[src/rtl/dot_pkg.sv]
// rtl/dot_pkg.sv - shared types and helpers for the dot-product engine
// Purpose: FSM state encoding and the accumulator-width helper used to size
//          the internal sum so it can never overflow.
// Ports:   none (package).
package dot_pkg;

  typedef enum logic [2:0] {
    IDLE,
    LOAD,
    MUL,
    ACC,
    DONE
  } state_t;

  // Worst-case |a*b| needs 2*dw bits; summing len of them adds clog2(len).
  function automatic int acc_width(input int len, input int dw);
    return 2 * dw + $clog2(len);
  endfunction

endpackage

[src/rtl/dot_product_engine_if.sv]
// rtl/dot_product_engine_if.sv - request/result bundle of the dot-product engine
// Purpose: groups the start/busy/done handshake, operand vectors and result.
// Ports:   master drives start, signed_mode, a_vec, b_vec and observes
//          busy, done, result, sat; slave is the engine side.
interface dot_product_engine_if #(
  parameter int LEN  = 16,
  parameter int DW   = 8,
  parameter int OUTW = 16
);

  logic                start;
  logic                signed_mode;
  logic [LEN*DW-1:0]   a_vec;
  logic [LEN*DW-1:0]   b_vec;
  logic                busy;
  logic                done;
  logic [OUTW-1:0]     result;
  logic                sat;

  modport master (
    output start, signed_mode, a_vec, b_vec,
    input  busy, done, result, sat
  );

  modport slave (
    input  start, signed_mode, a_vec, b_vec,
    output busy, done, result, sat
  );

endinterface

[src/rtl/shift_add_mul.sv]
// rtl/shift_add_mul.sv - DW-bit unsigned radix-2 shift-add multiplier
// Purpose: multiplies two unsigned operands one multiplier bit per cycle,
//          DW cycles after load, no DSP primitives.
// Ports:   clk, rst_n (sync, active-low); load captures a/b and clears the
//          product; done is high during the final iteration cycle, so prod
//          is complete right after that edge; prod is the 2*DW-bit result.
module shift_add_mul #(
  parameter int DW = 8
) (
  input  logic              clk,
  input  logic              rst_n,
  input  logic              load,
  input  logic [DW-1:0]     a,
  input  logic [DW-1:0]     b,
  output logic [2*DW-1:0]   prod,
  output logic              done
);

  localparam int CW = $clog2(DW + 1);

  logic [2*DW-1:0] mcand;
  logic [2*DW-1:0] p_reg;
  logic [DW-1:0]   mplier;
  logic [CW-1:0]   cnt;

  always_ff @(posedge clk) begin
    if (!rst_n) begin
      mcand  <= '0;
      p_reg  <= '0;
      mplier <= '0;
      cnt    <= '0;
    end else if (load) begin
      mcand  <= {{DW{1'b0}}, a};
      mplier <= b;
      p_reg  <= '0;
      cnt    <= CW'(DW);
    end else if (cnt != '0) begin
      if (mplier[0]) begin
        p_reg <= p_reg + mcand;
      end
      mcand  <= mcand << 1;
      mplier <= mplier >> 1;
      cnt    <= cnt - 1'b1;
    end
  end

  // Announce the last step one cycle early so the caller can leave its
  // multiply state on the very edge that completes the product.
  assign done = (cnt == CW'(1));
  assign prod = p_reg;

endmodule

[src/rtl/dot_product_engine.sv]
// rtl/dot_product_engine.sv - sequential DSP-free dot-product engine (top)
// Purpose: result = sum(a[i]*b[i]) over LEN elements, unsigned or signed,
//          one element per DW+1 cycles using shift_add_mul.
// Ports:   clk, rst_n (sync, active-low); bus (slave modport): start,
//          signed_mode, a_vec, b_vec in; busy, done, result, sat out.
// Config:  DOT_SAT_EN defined -> result clipped to the OUTW range, sat flags
//          clipping; undefined -> result wraps to OUTW bits, sat stays 0.
module dot_product_engine
  import dot_pkg::*;
#(
  parameter int LEN  = 16,
  parameter int DW   = 8,
  parameter int ACCW = acc_width(LEN, DW),
  parameter int OUTW = 16
) (
  input  logic                 clk,
  input  logic                 rst_n,
  dot_product_engine_if.slave  bus
);

  localparam int          IW   = (LEN > 1) ? $clog2(LEN) : 1;
  localparam logic [IW-1:0] LAST = IW'(LEN - 1);

  state_t             state;
  logic [LEN*DW-1:0]  a_reg;
  logic [LEN*DW-1:0]  b_reg;
  logic               sm_reg;
  logic               neg;
  logic [IW-1:0]      idx;
  logic [IW-1:0]      nidx;
  logic [ACCW-1:0]    acc;
  logic [ACCW-1:0]    term;
  logic [ACCW-1:0]    acc_next;

  logic [DW-1:0]      a_sel;
  logic [DW-1:0]      b_sel;
  logic               sm_sel;
  logic [DW-1:0]      a_mag;
  logic [DW-1:0]      b_mag;
  logic               neg_sel;
  logic               mul_load;
  logic               mul_done;
  logic [2*DW-1:0]    prod;

  logic [OUTW-1:0]    res_next;
  logic               sat_next;

  // Element 0 is fed straight from the bus during LOAD so its multiply can
  // start on the LOAD edge; later elements come from the latched copy and
  // are loaded on the ACC edge of the previous element.
  assign nidx = (idx == LAST) ? '0 : idx + 1'b1;

  always_comb begin
    if (state == LOAD) begin
      a_sel  = bus.a_vec[DW-1:0];
      b_sel  = bus.b_vec[DW-1:0];
      sm_sel = bus.signed_mode;
    end else begin
      a_sel  = a_reg[nidx*DW +: DW];
      b_sel  = b_reg[nidx*DW +: DW];
      sm_sel = sm_reg;
    end
  end

  // -2^(DW-1) negates to 2^(DW-1), which still fits DW unsigned bits.
  assign a_mag    = (sm_sel && a_sel[DW-1]) ? DW'(-a_sel) : a_sel;
  assign b_mag    = (sm_sel && b_sel[DW-1]) ? DW'(-b_sel) : b_sel;
  assign neg_sel  = sm_sel & (a_sel[DW-1] ^ b_sel[DW-1]);
  assign mul_load = (state == LOAD) || ((state == ACC) && (idx != LAST));

  shift_add_mul #(.DW(DW)) u_mul (
    .clk   (clk),
    .rst_n (rst_n),
    .load  (mul_load),
    .a     (a_mag),
    .b     (b_mag),
    .prod  (prod),
    .done  (mul_done)
  );

  assign term     = neg ? ACCW'(-ACCW'(prod)) : ACCW'(prod);
  assign acc_next = acc + term;

`ifdef DOT_SAT_EN
  localparam logic [ACCW-1:0] UMAX = ACCW'((ACCW'(1) << OUTW) - 1'b1);
  localparam logic [ACCW-1:0] SMAX = ACCW'((ACCW'(1) << (OUTW - 1)) - 1'b1);
  localparam logic [ACCW-1:0] SMIN = ~SMAX;
`endif

  always_comb begin
    res_next = acc_next[OUTW-1:0];
    sat_next = 1'b0;
`ifdef DOT_SAT_EN
    if (sm_reg) begin
      if ($signed(acc_next) > $signed(SMAX)) begin
        res_next = SMAX[OUTW-1:0];
        sat_next = 1'b1;
      end else if ($signed(acc_next) < $signed(SMIN)) begin
        res_next = SMIN[OUTW-1:0];
        sat_next = 1'b1;
      end
    end else if (acc_next > UMAX) begin
      res_next = UMAX[OUTW-1:0];
      sat_next = 1'b1;
    end
`endif
  end

  always_ff @(posedge clk) begin
    if (!rst_n) begin
      state      <= IDLE;
      bus.busy   <= 1'b0;
      bus.done   <= 1'b0;
      bus.result <= '0;
      bus.sat    <= 1'b0;
      acc        <= '0;
      idx        <= '0;
      a_reg      <= '0;
      b_reg      <= '0;
      sm_reg     <= 1'b0;
      neg        <= 1'b0;
    end else begin
      bus.done <= 1'b0;
      case (state)
        IDLE: begin
          if (bus.start) begin
            state    <= LOAD;
            bus.busy <= 1'b1;
          end
        end
        LOAD: begin
          a_reg  <= bus.a_vec;
          b_reg  <= bus.b_vec;
          sm_reg <= bus.signed_mode;
          neg    <= neg_sel;
          acc    <= '0;
          idx    <= '0;
          state  <= MUL;
        end
        MUL: begin
          if (mul_done) begin
            state <= ACC;
          end
        end
        ACC: begin
          acc <= acc_next;
          neg <= neg_sel;
          if (idx == LAST) begin
            state      <= DONE;
            bus.done   <= 1'b1;
            bus.result <= res_next;
            bus.sat    <= sat_next;
          end else begin
            idx   <= idx + 1'b1;
            state <= MUL;
          end
        end
        DONE: begin
          // The DONE cycle is the idle slot between runs: a start held high
          // here chains straight into the next LOAD, keeping busy asserted.
          if (bus.start) begin
            state <= LOAD;
          end else begin
            state    <= IDLE;
            bus.busy <= 1'b0;
          end
        end
        default: begin
          state    <= IDLE;
          bus.busy <= 1'b0;
        end
      endcase
    end
  end

endmodule
[src/flat_wrapper.sv]
// flat-port wrapper written by rule: the top's interface ports become plain ports
module dot_product_engine_flat import dot_pkg::*;
#(
  parameter int LEN  = 16,
  parameter int DW   = 8,
  parameter int ACCW = acc_width(LEN, DW),
  parameter int OUTW = 16
)
  (clk, rst_n, bus_start, bus_signed_mode, bus_a_vec, bus_b_vec, bus_busy, bus_done, bus_result, bus_sat);
  dot_product_engine_if #(.LEN(LEN), .DW(DW), .OUTW(OUTW)) bus_i ();
  input  logic clk;
  input  logic rst_n;
  input wire logic [$bits(bus_i.start)-1:0] bus_start;
  input wire logic [$bits(bus_i.signed_mode)-1:0] bus_signed_mode;
  input wire logic [$bits(bus_i.a_vec)-1:0] bus_a_vec;
  input wire logic [$bits(bus_i.b_vec)-1:0] bus_b_vec;
  output wire logic [$bits(bus_i.busy)-1:0] bus_busy;
  output wire logic [$bits(bus_i.done)-1:0] bus_done;
  output wire logic [$bits(bus_i.result)-1:0] bus_result;
  output wire logic [$bits(bus_i.sat)-1:0] bus_sat;
  assign bus_i.start = bus_start;
  assign bus_i.signed_mode = bus_signed_mode;
  assign bus_i.a_vec = bus_a_vec;
  assign bus_i.b_vec = bus_b_vec;
  assign bus_busy = bus_i.busy;
  assign bus_done = bus_i.done;
  assign bus_result = bus_i.result;
  assign bus_sat = bus_i.sat;
  dot_product_engine #(.LEN(LEN), .DW(DW), .ACCW(ACCW), .OUTW(OUTW)) u_core (.clk(clk), .rst_n(rst_n), .bus(bus_i));
endmodule
[config.mk]
export PLATFORM = sky130hd
export DESIGN_NAME = dot_product_engine_flat
export DESIGN_NICKNAME = d
export VERILOG_FILES = /design/src/rtl/dot_pkg.sv /design/src/rtl/dot_product_engine_if.sv /design/src/rtl/shift_add_mul.sv /design/src/rtl/dot_product_engine.sv /design/src/flat_wrapper.sv
export SDC_FILE = /design/constraint.sdc
export NUM_CORES = 1
export LEC_CHECK = 0
export ABC_AREA = 1
export BUFFER_PORTS_ARGS = -buffer_cell sky130_fd_sc_hd__buf_2
export CORE_MARGIN = 3
export CORE_UTILIZATION = 50
export CTS_BUF_LIST = sky130_fd_sc_hd__clkbuf_8
export DETAILED_ROUTE_END_ITERATION = 7
export GPL_ROUTABILITY_DRIVEN = 0
export PLACE_DENSITY = 0.75
export SLEW_MARGIN = 20
export SYNTH_ARGS = -nofsm -noshare
export SYNTH_HDL_FRONTEND = slang
export SYNTH_SLANG_ARGS = --single-unit
[constraint.sdc]
create_clock -name clk -period 3.1 [get_ports clk]
set_clock_uncertainty 0.05 [all_clocks]
set_input_delay 0.155 -clock clk [delete_from_list [all_inputs] [get_ports clk]]
set_output_delay 0.155 -clock clk [all_outputs]
set_load 0.02 [all_outputs]
* Yosys cells after proc, flatten, opt, wreduce, memory -nomap -nowiden
Cells that the tools add are included.
Storage, ports and cells: register bits after elaboration 347, word-level logic and storage cells 82
Cells by class: $add $sub $neg 7, equality and inequality tests 11, shift operators 2, mux-type cells 25, bitwise logic cells 4, reductions and logical operators 17
Operators with widths (number):
- indexed part select 128 x 8 -> 8 bit | 2
- two-way mux 8 bit | 8
- one-hot mux 20 bit (2 select lines) | 1
- adder 20 bit | 1
- two-way mux 20 bit | 1
- negator 16 -> 20 bit | 1
- adder 16 bit | 1
- two-way mux 4 bit | 4
- negator 8 bit | 2
- one-hot mux 3 bit (5 select lines) | 1
- AND reduction 2 bit | 5
- two-way mux 3 bit | 3
- one-hot mux 4 bit (2 select lines) | 1
- equality test 3 x 2 -> 1 bit, second input constant | 2
- != test 2 bit, second input constant | 3
- two-way mux 1 bit | 5
- adder 4 x 1 -> 4 bit, second input constant | 1
- equality test 4 x 1 -> 1 bit, second input constant | 1
- equality test 4 bit, second input constant | 1
- != test 4 bit, second input constant | 1
- nonzero test 2 bit | 2
- nonzero test 4 bit | 1
- OR reduction 2 bit | 2
- subtractor 4 x 1 -> 4 bit, second input constant | 1
- other kinds (12) | 15

* Depth between registers and ports, before layout
depth in word-level cells 7, mapped depth 24, depth with buffers taken out 24

* Hierarchy
Synthesis repeated with hierarchy kept, for this count alone.
Unflattened totals: cell total of the unflattened synthesis 2597, area, all modules 17420.5 um^2
By module, submodules not included:
- dot_product_engine | times used 1, cells an instance 2186, area each 14710.4 um^2, seq. area each 5985.7 um^2
- shift_add_mul | times used 1, cells an instance 411, area each 2710.1 um^2, seq. area each 880.8 um^2

* Worst setup path after synthesis
Ideal clock, no wire load.
kind reg2reg, start register u_core.u_mul.p_reg[0], in the netlist u_core.u_mul.prod[0], end register u_core.bus.result[13], library setup time 0.115 ns, arrival time 2.765 ns, setup slack 0.169 ns, stages on the path, launching flop included 18, period minus slack after synthesis 2.931 ns, cell sequence dfxtp_1 > inv_1 > ha_1 > inv_1 > nor2_1 > inv_1 > nor4_1 > or2_2 > xor2_1 > ha_1 > nand2_1 > o21ai_0 > a21boi_0 > o21ai_0 > a21oi_1 > xor2_1 > o21ai_0 > inv_1
On the way: word-level cells in the longest chain between the ends 3
Ends and longest elaborated chain:
- start: declaration | line shift_add_mul.sv:22 | logic [2*DW-1:0] p_reg;
- start signal: assignment | line shift_add_mul.sv:39 | p_reg <= p_reg + mcand;
- negator 16 -> 20 bit | line dot_product_engine.sv:81 | assign term = neg ? ACCW'(-ACCW'(prod)) : ACCW'(prod);
- two-way mux 20 bit (*) | line dot_product_engine.sv:81
- adder 20 bit (*) | line dot_product_engine.sv:82 | assign acc_next = acc + term;
- end signal: assignment | line dot_product_engine.sv:151 | bus.result <= res_next;
- end: declaration | line dot_product_engine_if.sv:27 | output busy, done, result, sat
Every way passes the cells marked *; elsewhere a longest branch is shown, timed or not. A chain may end at the register's enable or synchronous reset.

* Worst setup path in the final report
start register u_core.u_mul.p_reg[1], in the netlist u_core.u_mul.prod[1], end register u_core.acc[15]
On the way: word-level cells in the longest chain between the ends 4
Ends and longest elaborated chain:
- negator 16 -> 20 bit | line dot_product_engine.sv:81
- two-way mux 20 bit (*) | line dot_product_engine.sv:81
- adder 20 bit (*) | line dot_product_engine.sv:82
- one-hot mux 20 bit (2 select lines) (*) | line dot_product_engine.sv:124 | case (state)
- end signal: assignment | line dot_product_engine.sv:146 | acc <= acc_next;
- end: declaration | line dot_product_engine.sv:31 | logic [ACCW-1:0] acc;
Marked as above.

==> summary.txt <==
Status
  • Outcome: finished with violations
  • Failing checks: setup timing

Pwr
  • Pwr dens: 595 nW/um^2
  • Int Pwr: 8820 uW
  • Net Switching: 4850 uW
  • Switching Share: 35.5%
  • Comb pwr share: 30.7%
  • Worst VDD drop: 0.351 mV
  • Clock power share: 29.6%
  • P_leak: 0.0106 uW
  • Sequential share of power: 39.7%

STA
  • Final setup fails: 2
  • Measured slew at the worst slew-check pin: 0.962 ns
  • Max Fclk: 312 MHz
  • Fin crit period: 3.21 ns
  • Tcrit/Tclk final: 104%
  • Hold WS: 0.0534 ns
  • RSZ-0062 raised after global routing: true
  • Slew margin rel.: 35.8%
  • Final Hold Viols: 0
  • Setup ws final: -0.109 ns
  • Max-slew violations: 0

Drt
  • Number of DRC markers in iteration 0: 2363
  • Final wirelength: 65400 um
  • Avg Vias per Cell: 5.67
  • Drt wl/cell: 18.8 um
  • Via Count: 19700
  • DRC Markers: 0
  • ANT nets after route: 0
  • DR pass1 iterations: 7

Synthesis
  • Synth cell types: 48
  • Main area contributors after synthesis: dfxtp_1, o21ai_0, nand2_1, a21oi_1, nand3_1
  • Compound-Gate Fraction of Synth Area: 20.5%
  • Largest family of logic cells by synthesized area: simple AND/OR/NAND/NOR gates
  • Post-synthesis mux area share: 0%
  • Synth Instances: 2470
  • Yosys top cell area share: 40.2%
  • Post-Syn Area: 17100 um^2
  • Sequential area share after synthesis: 40.2%
  • Synth Area in XOR/XNOR: 2.26%
  • #FFs+latches synth: 343
  • Share of synthesized cell area in and, or, nand and nor gates: 23.0%
  • Ys Warns: 0
  • Synthesized net count: 2769
  • Post-Synth Adder-Cell Area: 2.95%
  • Avg Cell Area, Syn: 6.91 um^2
  • Largest area contributor in the netlist: dfxtp_1

Clock tree
  • Worst-Skew Late Latency: 0.62 ns
  • Sink Count: 343
  • Root Driver: clkbuf_8
  • Clock transition at path regs: 0.07 ns
  • CTS tree: done
  • Clock H-tree levels: 2
  • Total CTS buffers: 57
  • Max clock buf depth: 3

Worst setup path
  • Crit path largest cell delay: 0.33 ns
  • Maximum fanout along the worst path: 4
  • CP required: 3.57 ns
  • Setup crit end kind: flop
  • Slowest cell on crit path: dfxtp_2
  • Crit-path cells: inv_2 > ha_4 > inv_2 > nor2_4 > inv_2 > nor4_4 > nand2_1 > o31ai_2 > buf_4 > xor2_1 > ha_1 > a21oi_2 > o21ai_1 > nand2_1 > nand3_2 > a31oi_4 > xor2_2 > nand2_1 > a21oi_1
  • Startpoint Class: flop
  • Critical path class: flop to flop
  • Critical path data arrival time: 3.67 ns

GRT
  • Vias in the first global route: 18800
  • M1 GR Usage: 42.9%
  • GRT Total Usage: 33.8%
  • GR Overflow Total: 0
  • Antenna violations before repair: 6
  • First-pass GRT wire length: 98900 um
  • Largest net degree at the start of global routing: 252
  • Met2 usage: 54.8%
  • Grt met3 use: 6.73%
  • Top Usage Layer GRT: met2

Placement
  • DP Area: 18800 um^2
  • PortBufs: 277
  • Detail Placement HPWL: 38100 um

Floorplanning
  • Die height: 191 um
  • Total die area: 36400 um^2
  • Die W: 191 um
  • Core area: 33600 um^2
  • FP Rows: 67
  • Initial Utilization: 50.8%
  • Num ports: 279

Cells and area
  • Final nets: 3278
  • Share of cells above drive strength 1: 16.9%
  • Area growth from synthesis to layout: 34.7%
  • Final instance area: 23000 um^2

Flow run
  • Max_cap viols: 0

Min path
  • Worst Hold Class: input port to flop
[power by group through the flow]
| stage | Clock [uW] | Sequential, uW | Combinational [uW] |
|---|---|---|---|
| CTS | 4050 | 5400 | 3870 |
| global route | 4260 | 5480 | 4630 |
| finish | 4040 | 5430 | 4190 |
| detailed placement | 0 | 5480 | 3590 |
| global placement | 0 | 5460 | 3500 |
| floorplan | 0 | 5390 | 2630 |
[critical path, delay by kind of cell (launching register included)]
family                   cells  cell delay [ns]
AO/OA/AOI/OAI                5             0.93
AND/OR/NAND/NOR              6             0.78
adder cells (fa/ha/maj)      2             0.42
flip-flops                   1             0.33
buffers and inverters        4             0.32
XOR/XNOR                     2             0.31
[path summary, 6_finish.rpt]
check                                         start                             to  slack, ns  cells past startpoint
setup reg to reg  u_core.u_mul.prod[1]$_SDFFE_PP0P_    u_core.acc[15]$_SDFFE_PN0P_      -0.11                     19
hold / removal                                rst_n   u_core.b_reg[1]$_SDFFE_PN0P_       0.05                      3
hold reg to reg       u_core.a_reg[93]$_SDFFE_PN0P_  u_core.a_reg[93]$_SDFFE_PN0P_       0.40                      2
setup / recovery  u_core.u_mul.prod[1]$_SDFFE_PP0P_    u_core.acc[15]$_SDFFE_PN0P_      -0.11                     19
[per-stage QoR]
stage	cells	util, %	power (uW)	TNS (ns)	setup WS, ns
after CTS	3449	66.9	13300	0	0.00648
final	3476	68.4	13700	-0.139	-0.109
after global routing	3475	68.4	14400	-1.01	-0.315
after floorplan	2470	-	8010	0	0.169
after global placement	3089	55.8	8970	0	0.123
after detailed placement	3089	55.8	9080	-0.0269	-0.0197
[cells in the final DEF (no fill, tap or decap), types with 33 or more instances in the layout]
master         synthesis  routed
nand3_1              237     232
dlygate4sd3_1          0     257
o21ai_0              324     318
dfxtp_1              343     338
nor2_1               274     273
a21oi_1              282     279
ha_1                  37      33
buf_2                 38     276
nand2_1              393     392
inv_1                267     278
clkbuf_8               0      76
buf_4                 19      60
[area by class of cell]
type | count | area (um^2)
Inverter | 275 | 1050
Fill cell | 2627 | 10600
Clock buffer | 76 | 1050
Multi-Input combinational cell | 1688 | 8520
Timing Repair Buffer | 614 | 4790
Sequential cell | 343 | 6880
Clock inverter | 27 | 121
Tap cell | 448 | 561
Antenna cell | 5 | 12.5
[what timing repair did]
action	4_1_cts	5_1_grt
hold endpoints to repair	258	0
hold buffers	257	0
buffers inserted	0	18
pin swaps	0	26
cloned	0	5
resized for setup	3	60
endpoints found under the setup margin	2	24
[Yosys cell counts (all sizes together)]
master / instances
a2111oi: 1
a211oi: 2
a21boi: 8
a21o: 2
a21oi: 287
a2bb2oi: 1
a31oi: 4
buf: 76
clkbuf: 89
clkinv: 2
conb: 1
dfxtp: 343
fa: 2
ha: 37
inv: 273
nand2: 399
nand3: 241
nand4: 4
nor2: 280
nor3: 8
nor4: 3
o211ai: 18
o21a: 2
o21ai: 331
o21bai: 1
o221ai: 2
o22ai: 2
o311ai: 1
o31ai: 4
or2: 2
xnor2: 13
xor2: 31
[per-layer routing]
metal | share of wire [%] | vias up
met3 | 11 | 328
met5 | 0.038 | -
met1 | 38 | 8927
met2 | 45 | 1369
met4 | 6.2 | 4
li1 | - | 9094
[cells by family after synthesis]
kind of cell               count (synthesis)
xor gates and xnor gates                  44
buffers and inverters                    440
DFF                                      343
AOI/OAI and AO/OA                        666
and+or+nand+nor                          937
other                                      1
adders and majority gates                 39
No activity file was read; power rests on OpenSTA's default activity.
